<file path="config.mk">
export PLATFORM = sky130hd
export DESIGN_NAME = pipe_hazard_ctrl
export DESIGN_NICKNAME = d
export VERILOG_FILES = /design/src/rtl/pipe_hazard_ctrl.sv
export SDC_FILE = /design/constraint.sdc
export NUM_CORES = 1
export LEC_CHECK = 0
export ABC_AREA = 0
export CORE_MARGIN = 5
export CORE_UTILIZATION = 29
export CTS_CLUSTER_SIZE = 8
export DETAILED_ROUTE_END_ITERATION = 16
export PLACE_DENSITY = 0.81
export SYNTH_ARGS = -nofsm -noshare
export SYNTH_HDL_FRONTEND = slang
export SYNTH_SLANG_ARGS = --single-unit
</file>
<file path="constraint.sdc">
create_clock -name clk -period 1.7 [get_ports clk]
set_input_delay 0.425 -clock clk [delete_from_list [all_inputs] [get_ports clk]]
set_output_delay 0.425 -clock clk [all_outputs]
set_load 0.01 [all_outputs]
</file>
<file path="src/rtl/pipe_hazard_ctrl.sv">
// pipe_hazard_ctrl -- fetch-side sequencing controller for the 5-stage RV32I pipeline.
//
// Drives the PC enable, the IF/ID enable and the IF/ID and ID/EX flushes in response
// to three events: an EX-stage redirect (pc_sel_EX), a load-use hazard, and an
// external halt request.
//
// Events in RUN are taken in priority order:
//   1. redirect
//   2. load-use
//   3. halt
//
// After a redirect the FSM can hold IF/ID flushed for REDIRECT_BUBBLES extra cycles
// (state REDIR). A halt request that arrives during REDIR waits until RUN.
//
// Parameters
//   REDIRECT_BUBBLES  extra cycles IF/ID stays flushed after a redirect (0..7)
//   CNT_W             performance counter width
//
// Ports
//   clk, reset                 clock; synchronous active-high reset
//   rs1_ID, rs2_ID             source fields of the instruction in ID
//   use_rs1_ID, use_rs2_ID     the ID instruction actually reads rs1 / rs2
//   rd_EX, mem_read_EX         destination register of EX, and whether EX is a load
//   pc_sel_EX                  taken branch/jump resolved in EX
//   halt_req                   level request to freeze fetch
//   pc_en, ifid_en             PC and IF/ID load enables
//   ifid_flush                 IF/ID loads a NOP; wins over ifid_en
//   idex_flush                 ID/EX loads a bubble
//   halted                     registered; high while in HALT
//   state_o                    current state (RUN=0, REDIR=1, HALT=2)
//   cycle_cnt, stall_cnt, flush_cnt
//                              performance counters
//
// Configuration macro: HAZARD_PERF_EN
//   When defined, the three counters are implemented.
//   Otherwise they are tied to 0.
module pipe_hazard_ctrl #(
  parameter int REDIRECT_BUBBLES = 0,
  parameter int CNT_W            = 32
) (
  input  logic             clk,
  input  logic             reset,
  input  logic [4:0]       rs1_ID,
  input  logic [4:0]       rs2_ID,
  input  logic             use_rs1_ID,
  input  logic             use_rs2_ID,
  input  logic [4:0]       rd_EX,
  input  logic             mem_read_EX,
  input  logic             pc_sel_EX,
  input  logic             halt_req,
  output logic             pc_en,
  output logic             ifid_en,
  output logic             ifid_flush,
  output logic             idex_flush,
  output logic             halted,
  output logic [1:0]       state_o,
  output logic [CNT_W-1:0] cycle_cnt,
  output logic [CNT_W-1:0] stall_cnt,
  output logic [CNT_W-1:0] flush_cnt
);

  typedef enum logic [1:0] {RUN = 2'd0, REDIR = 2'd1, HALT = 2'd2} state_t;

  localparam logic [2:0] BUB_RELOAD = 3'(REDIRECT_BUBBLES);

  state_t     state, state_nxt;
  logic [2:0] bub_cnt, bub_nxt;
  logic       load_use;

  // x0 never carries a hazard, because it is hard-wired to zero.
  assign load_use = mem_read_EX && (rd_EX != 5'd0) &&
                    ((use_rs1_ID && (rs1_ID == rd_EX)) ||
                     (use_rs2_ID && (rs2_ID == rd_EX)));

  always_comb begin
    state_nxt  = state;
    bub_nxt    = bub_cnt;
    pc_en      = 1'b0;
    ifid_en    = 1'b0;
    ifid_flush = 1'b0;
    idex_flush = 1'b0;

    if (reset) begin
      // Keep the pipeline front end squashed while reset is held.
      ifid_flush = 1'b1;
      idex_flush = 1'b1;
      state_nxt  = RUN;
      bub_nxt    = 3'd0;
    end else begin
      unique case (state)
        RUN: begin
          if (pc_sel_EX) begin
            // The ID instruction is squashed, so any load-use hazard is moot.
            pc_en      = 1'b1;
            ifid_en    = 1'b1;
            ifid_flush = 1'b1;
            idex_flush = 1'b1;
            if (REDIRECT_BUBBLES > 0) begin
              state_nxt = REDIR;
              bub_nxt   = BUB_RELOAD;
            end
          end else if (load_use) begin
            // A one-cycle stall is enough, because the load then moves to MEM.
            idex_flush = 1'b1;
          end else if (halt_req) begin
            idex_flush = 1'b1;
            state_nxt  = HALT;
          end else begin
            pc_en   = 1'b1;
            ifid_en = 1'b1;
          end
        end

        REDIR: begin
          // halt_req is intentionally ignored here; RUN picks it up,
          // because the request is level-sensitive.
          pc_en      = 1'b1;
          ifid_en    = 1'b1;
          ifid_flush = 1'b1;
          if (pc_sel_EX) begin
            bub_nxt = BUB_RELOAD;
          end else begin
            bub_nxt = bub_cnt - 3'd1;
            if (bub_cnt == 3'd1) state_nxt = RUN;
          end
        end

        HALT: begin
          if (halt_req) begin
            idex_flush = 1'b1;
          end else begin
            // Resume immediately from the held PC; IF/ID still holds a valid instruction.
            pc_en     = 1'b1;
            ifid_en   = 1'b1;
            state_nxt = RUN;
          end
        end

        default: begin
          state_nxt = RUN;
        end
      endcase
    end
  end

  always_ff @(posedge clk) begin
    if (reset) begin
      state   <= RUN;
      bub_cnt <= 3'd0;
      halted  <= 1'b0;
    end else begin
      state   <= state_nxt;
      bub_cnt <= bub_nxt;
      halted  <= (state_nxt == HALT);
    end
  end

  assign state_o = state;

`ifdef HAZARD_PERF_EN
  logic             stall_evt, flush_evt;
  logic [CNT_W-1:0] cyc_q, stall_q, flush_q;

  // A stall counts only when it wins arbitration in RUN.
  // A redirect counts whenever it is not ignored in HALT.
  assign stall_evt = (state == RUN) && !pc_sel_EX && load_use;
  assign flush_evt = pc_sel_EX && (state != HALT);

  always_ff @(posedge clk) begin
    if (reset) begin
      cyc_q   <= '0;
      stall_q <= '0;
      flush_q <= '0;
    end else begin
      cyc_q <= cyc_q + 1'b1;
      if (stall_evt) stall_q <= stall_q + 1'b1;
      if (flush_evt) flush_q <= flush_q + 1'b1;
    end
  end

  assign cycle_cnt = cyc_q;
  assign stall_cnt = stall_q;
  assign flush_cnt = flush_q;
`else
  assign cycle_cnt = '0;
  assign stall_cnt = '0;
  assign flush_cnt = '0;
`endif

endmodule
</file>
==> flow_summary.ini <==
[cts]
worstSkewPairLatency_ps = 220
cts.clk_slew.worst_paths_ps = 30
cts_max_level = 1
cts.sinks = 6
cts_tree = done
max-clock-path-buffers = 2
cts-root-buf = clkbuf_8
hold_buffers = 0
cts_buffers = 3

[floorplan]
std_cell_rows = 23
core_um2 = 4000
die_y_um = 74.3
start_util = 0.300
die_x_um = 74.3
fp.dieArea_um2 = 5520
io-pin-count = 125

[route]
vias = 823
vias_per_cell = 3.31
drt_iter0_drc = 25
drt-total-wl_um = 2300
drtAntennaViolNets = 0
drtPass1Iterations = 4
wl_per_cell_um = 9.23
drcViolationCount = 0

[placed_design]
place_ws_ps = -1010
portBuffers = 28
place_congestion = 0.697
hpwl_um = 2010

[grt]
grt_max_degree = 7
gr-usage-met1 = 0.0733
grt_pass1_wl_um = 2860
antenna_found_initial = 0
met2_usage = 0.122
grt_pass1_vias = 686
overflow = 0
gr-max-usage-layer = met2
grtUsageMet3 = 0.0189
grt_usage = 0.0684

[timing]
finalHoldViolCount = 0
tns_ps = -362
fin_ws_ps = -142
post-route-min-period_ps = 1840
maxSlewViolCount = 0
setup_violations = 3
fmax_mhz = 543
post-route-period-util = 1.08
fin_skew_ps = 2.72
rsz0062_at_grt = yes

[power]
leakage_nw = 0.727
p_total_mw = 0.626
vdd_ir_drop_max_v = 0.000198
power_density_nw_per_um2 = 472

[finish]
fill_cells = 447
n_antenna_cell = 0
final_cell_mix = conb_1, buf_4, buf_2
layout_commonest_cell = conb_1
final_nets = 225
area_growth_pct = 10.5
utilization = 0.332
drive_gt1_frac = 0.256

[run]
max-cap-violations = 0

[synth]
synth_top_area_frac = 0.607
synthArstFlopShare = 0
synth_edf_count = 0
synth_area_um2 = 1200
synth_seq_area_share = 0.100
yosys_warnings = 0
ys_top_cells_by_area = buf_4, dfxtp_1, xnor2_1
synth-seq-cells = 6
synth_cells = 158
postSynthAreaPerCell_um2 = 7.59
synth_cell_types = 25
synthFlopType = dfxtp_1
synth_top_area_cell = buf_4

[setup_path]
endpoint_kind = output port
critPathLaunchType = primary input
critPathMaxFanout = 3
worstPathArrival_ps = 1420
cp.required_ps = 1270
critical_path_class = in2out

[outcome]
violations = negative setup slack
status = complete, but fails checks

[hold_path]
hold_path_class = reg2reg
## sequential cells by signal, indices dropped and copies added, names as in the netlist
register / flops
bub_cnt: 3
halted: 1
state_o: 2
## synth_stat cells (2+ instances only)
cell,n
nand4_1,2
dfxtp_1,6
nand2b_1,4
ha_1,2
nand2_1,5
a21oi_1,4
xnor2_1,10
nor3_1,3
nor2_1,7
o22ai_1,2
buf_4,97
a211oi_1,2
inv_1,2
## area by class of cell
cell class | instances | area [um^2] | share of cell area
repair buffers | 42 | 330 | 0.249
clock buffers | 3 | 41.3 | 0.0311
flip-flops and latches | 6 | 121 | 0.0915
multi-input cells | 146 | 763 | 0.575
well taps | 50 | 62.6 | 0.0472
inverters | 2 | 7.51 | 0.00566
## report_power, final
part | internal, mW | total, mW | switching [mW] | leakage (nW)
combinational | 0.102 | 0.270 | 0.168 | 0.656
sequential | 0.144 | 0.145 | 0.00130 | 0.0492
clock | 0.152 | 0.211 | 0.0590 | 0.0216
## logic make-up after synthesis
family,Yosys count,share of synthesized area
XOR/XNOR,10,0.0730
buffers and inverters,101,0.620
adder cells (fa/ha/maj),2,0.0209
AND/OR/NAND/NOR,24,0.100
AO/OA/AOI/OAI,14,0.0824
flip-flops,6,0.100
other,1,0.00313
## critical path: stages
cell and delay [ps]:
buf_8 100, nor3_4 180, a21oi_2 90, o41a_1 360
o31a_1 110, buf_2 140
## metal layers
layer  up-vias  part of all wire
met3         4              0.16
li1        392                 -
met5         -                 0
met4         0             0.015
met2        74              0.51
met1       353              0.31
## worst paths after layout
check,slack [ps],start,cells past startpoint,to
hold reg to reg,490,bub_cnt[1],2,bub_cnt[1]
setup / recovery,-140,rd_EX[2],6,idex_flush
setup reg to reg,560,state_o[1],5,bub_cnt[2]
hold / removal,490,bub_cnt[1],2,bub_cnt[1]
## per-stage QoR
step	std cells	hold slack [ps]	instance area, um^2
2_1_floorplan	253	457	1580
3_3_place_gp	245	469	1280
3_5_place_dp	245	484	1280
4_1_cts	249	489	1290
6_report	249	489	1330
5_1_grt	249	553	1330
## timing repair
| item | CTS | global route |
|---|---|---|
| endpoints found under the setup margin | 5 | 4 |
| endpoints found under the hold margin | 0 | 0 |
| pin swaps | 24 | 10 |
| buffers inserted | 1 | 0 |
| gates resized for setup | 99 | 8 |
No activity file was read; power rests on OpenSTA's default activity.
==> patch (same flow settings) <==
The parameter `CNT_W` goes from 32 to 24.
--- a/src/rtl/pipe_hazard_ctrl.sv
+++ b/src/rtl/pipe_hazard_ctrl.sv
@@ -37,5 +37,5 @@
 module pipe_hazard_ctrl #(
   parameter int REDIRECT_BUBBLES = 0,
-  parameter int CNT_W            = 32
+  parameter int CNT_W            = 24
 ) (
   input  logic             clk,
Ports: changed (resized cycle_cnt, flush_cnt and stall_cnt); port bits go from 125 to 101. No check against the original RTL was run, so the function may have changed too.
==> patch against the unedited design <==
The run still ends with setup timing left. Sequential cell count stayed put. Clock power decreased by 37%. Critical path depth decreased by 2. Design area is 3.8% lower. First-iteration DRC count decreased by 60%. Synthesized area down 15%. Total power down 15%. Wire length is 9.0% lower. Worst setup slack got worse by 0.024 ns. Critical endpoint unchanged. Largest power group unchanged. Highest routed layer unchanged.
==> patch: results (changes against the unedited design) <==
[status]
status = finished, violations left  ; unchanged
violations = setup timing  ; unchanged

[timing]
clock_skew_ns = 0.006802  ; was 0.002722 ns
setup_ws_ns = -0.1660  ; was -0.1417 ns
setup_viol = 3  ; unchanged
finalHoldViolCount = 0  ; unchanged

[power_and_ir_drop]
p_leak_nw = 0.6702  ; was 0.7266 nW
irDropWorstVdd_mv = 0.1552  ; was 0.1980 mV

[placed_design]
port_buffers = 28  ; unchanged
hpwl_um = 1868  ; was 2006 um
postPlaceCellArea_um2 = 1184  ; was 1279 um2
gp_congestion = 0.6703  ; was 0.6971

[clocking]
cts_buffers = 3  ; unchanged
insertion_delay_ns = 0.25  ; was 0.22 ns
h-tree-depth = 1  ; unchanged
clockBufferDepth = 2  ; unchanged
clockRootBuffer = clkbuf_4  ; was clkbuf_8
clk_pin_slew_worst_paths_ns = 0.04

[global_routing]
grt_pass1_vias = 745  ; was 686
grt_max_degree = 7  ; unchanged
grt_use_total_pct = 7.982  ; was 6.840%
grt_pass1_wl_um = 3215  ; was 2863 um
antenna_found_initial = 0  ; unchanged

[logic_synthesis]
ys_seq_area_share_pct = 11.78  ; was 10.01%
yosysWarningCount = 0  ; unchanged
netlist_top_cells_area = buf_4, dfxtp_1, xnor2_1, nor2_1, ha_1  ; unchanged
synth_cell_types = 25  ; unchanged
synth-async-reset-ratio_pct = 0  ; unchanged
synth_cells = 134  ; was 158
yosys-top-cells-count = buf_4, xnor2_1, nor2_1  ; unchanged
synth_ff_type = dfxtp_1  ; unchanged

[setup_path]
critical_path_arrival_ns = 1.44  ; was 1.42 ns
crit_fanout = 3  ; unchanged

[final_layout]
fin_nets = 203  ; was 225
post_route_cells_drive_above_1_share_pct = 31.07  ; was 25.63%
n_antenna_cell = 0  ; unchanged
largest_reg_flops = 3  ; unchanged
instances_no_fill = 223  ; was 249
regMostFlops = bub_cnt  ; unchanged

[worst_hold_path]
hold_path.class = register to register  ; unchanged

[detailed_routing]
drt_iter0_markers = 10  ; was 25
dr.pass1.iters = 3  ; was 4
drt-vias-per-instance = 3.435  ; was 3.305
routed_wl_um = 2093  ; was 2299 um

-- patch: layout make-up --
cell class,count,area [um2]
inverters,2,7.507
clock buffers,3,22.52
fillers,357,2087
well taps,46,57.56
repair buffers,44,382.9
flip-flops and latches,6,125.1
multi-input cells,122,680.7
-- patch: cells by family after synthesis --
logic type,count (synthesis),synth area share (%)
other,1,0.3677
flip-flops,6,11.78
AO/OA/AOI/OAI,14,9.693
buffers and inverters,77,55.34
XOR/XNOR,10,8.589
adder cells (fa/ha/maj),2,2.454
AND/OR/NAND/NOR,24,11.78
-- patch: per-stage QoR --
step           hold slack, ns  setup slack, ns  setup TNS (ns)
3_3_place_gp           0.4721          -0.9724          -3.786
4_1_cts                0.4944          -0.1744         -0.3800
3_5_place_dp           0.4847          -0.9683          -3.795
5_1_grt                0.5264          -0.2045         -0.5402
2_1_floorplan          0.4570         -0.01093        -0.01093
6_report               0.4885          -0.1660         -0.3357
-- patch: worst max-delay path, cell delays in order --
cell and delay [ns]:
clkdlybuf4s15_2 0.20, or3_4 0.39, o31a_1 0.28, buf_2 0.14
-- patch: where the power goes --
part	total, mW	leakage [nW]	internal (mW)	switching (mW)
Combinational	0.258	0.607	0.114	0.144
Clock	0.132	0.0138	0.0799	0.0517
Sequential	0.145	0.0499	0.143	0.00196
-- patch: repair_timing --
item | 4_1_cts | 5_1_grt
pin swaps | 21 | 8
setup endpoints to repair | 6 | 5
endpoints found under the hold margin | 0 | 0
setup buffers | 3 | 0
resized for setup | 97 | 12
-- patch: path summary, 6_finish.rpt --
| kind | start | to | slack [ns] | cells after the start |
|---|---|---|---|---|
| worst min register to register | bub_cnt[1] | bub_cnt[1] | 0.49 | 2 |
| worst min-delay path | bub_cnt[1] | bub_cnt[1] | 0.49 | 2 |
| worst max-delay path | halt_req | idex_flush | -0.17 | 4 |
| worst max register to register | state_o[1] | bub_cnt[2] | 0.58 | 5 |
-- patch: routing by layer --
layer  part of all wire, %  track usage [%]  up-vias
met4                   1.5            2.603        0
met3                    13            2.174        5
li1                      -                -      377
met5                     0                0        -
met1                    32            7.672      324
met2                    53            16.00       60
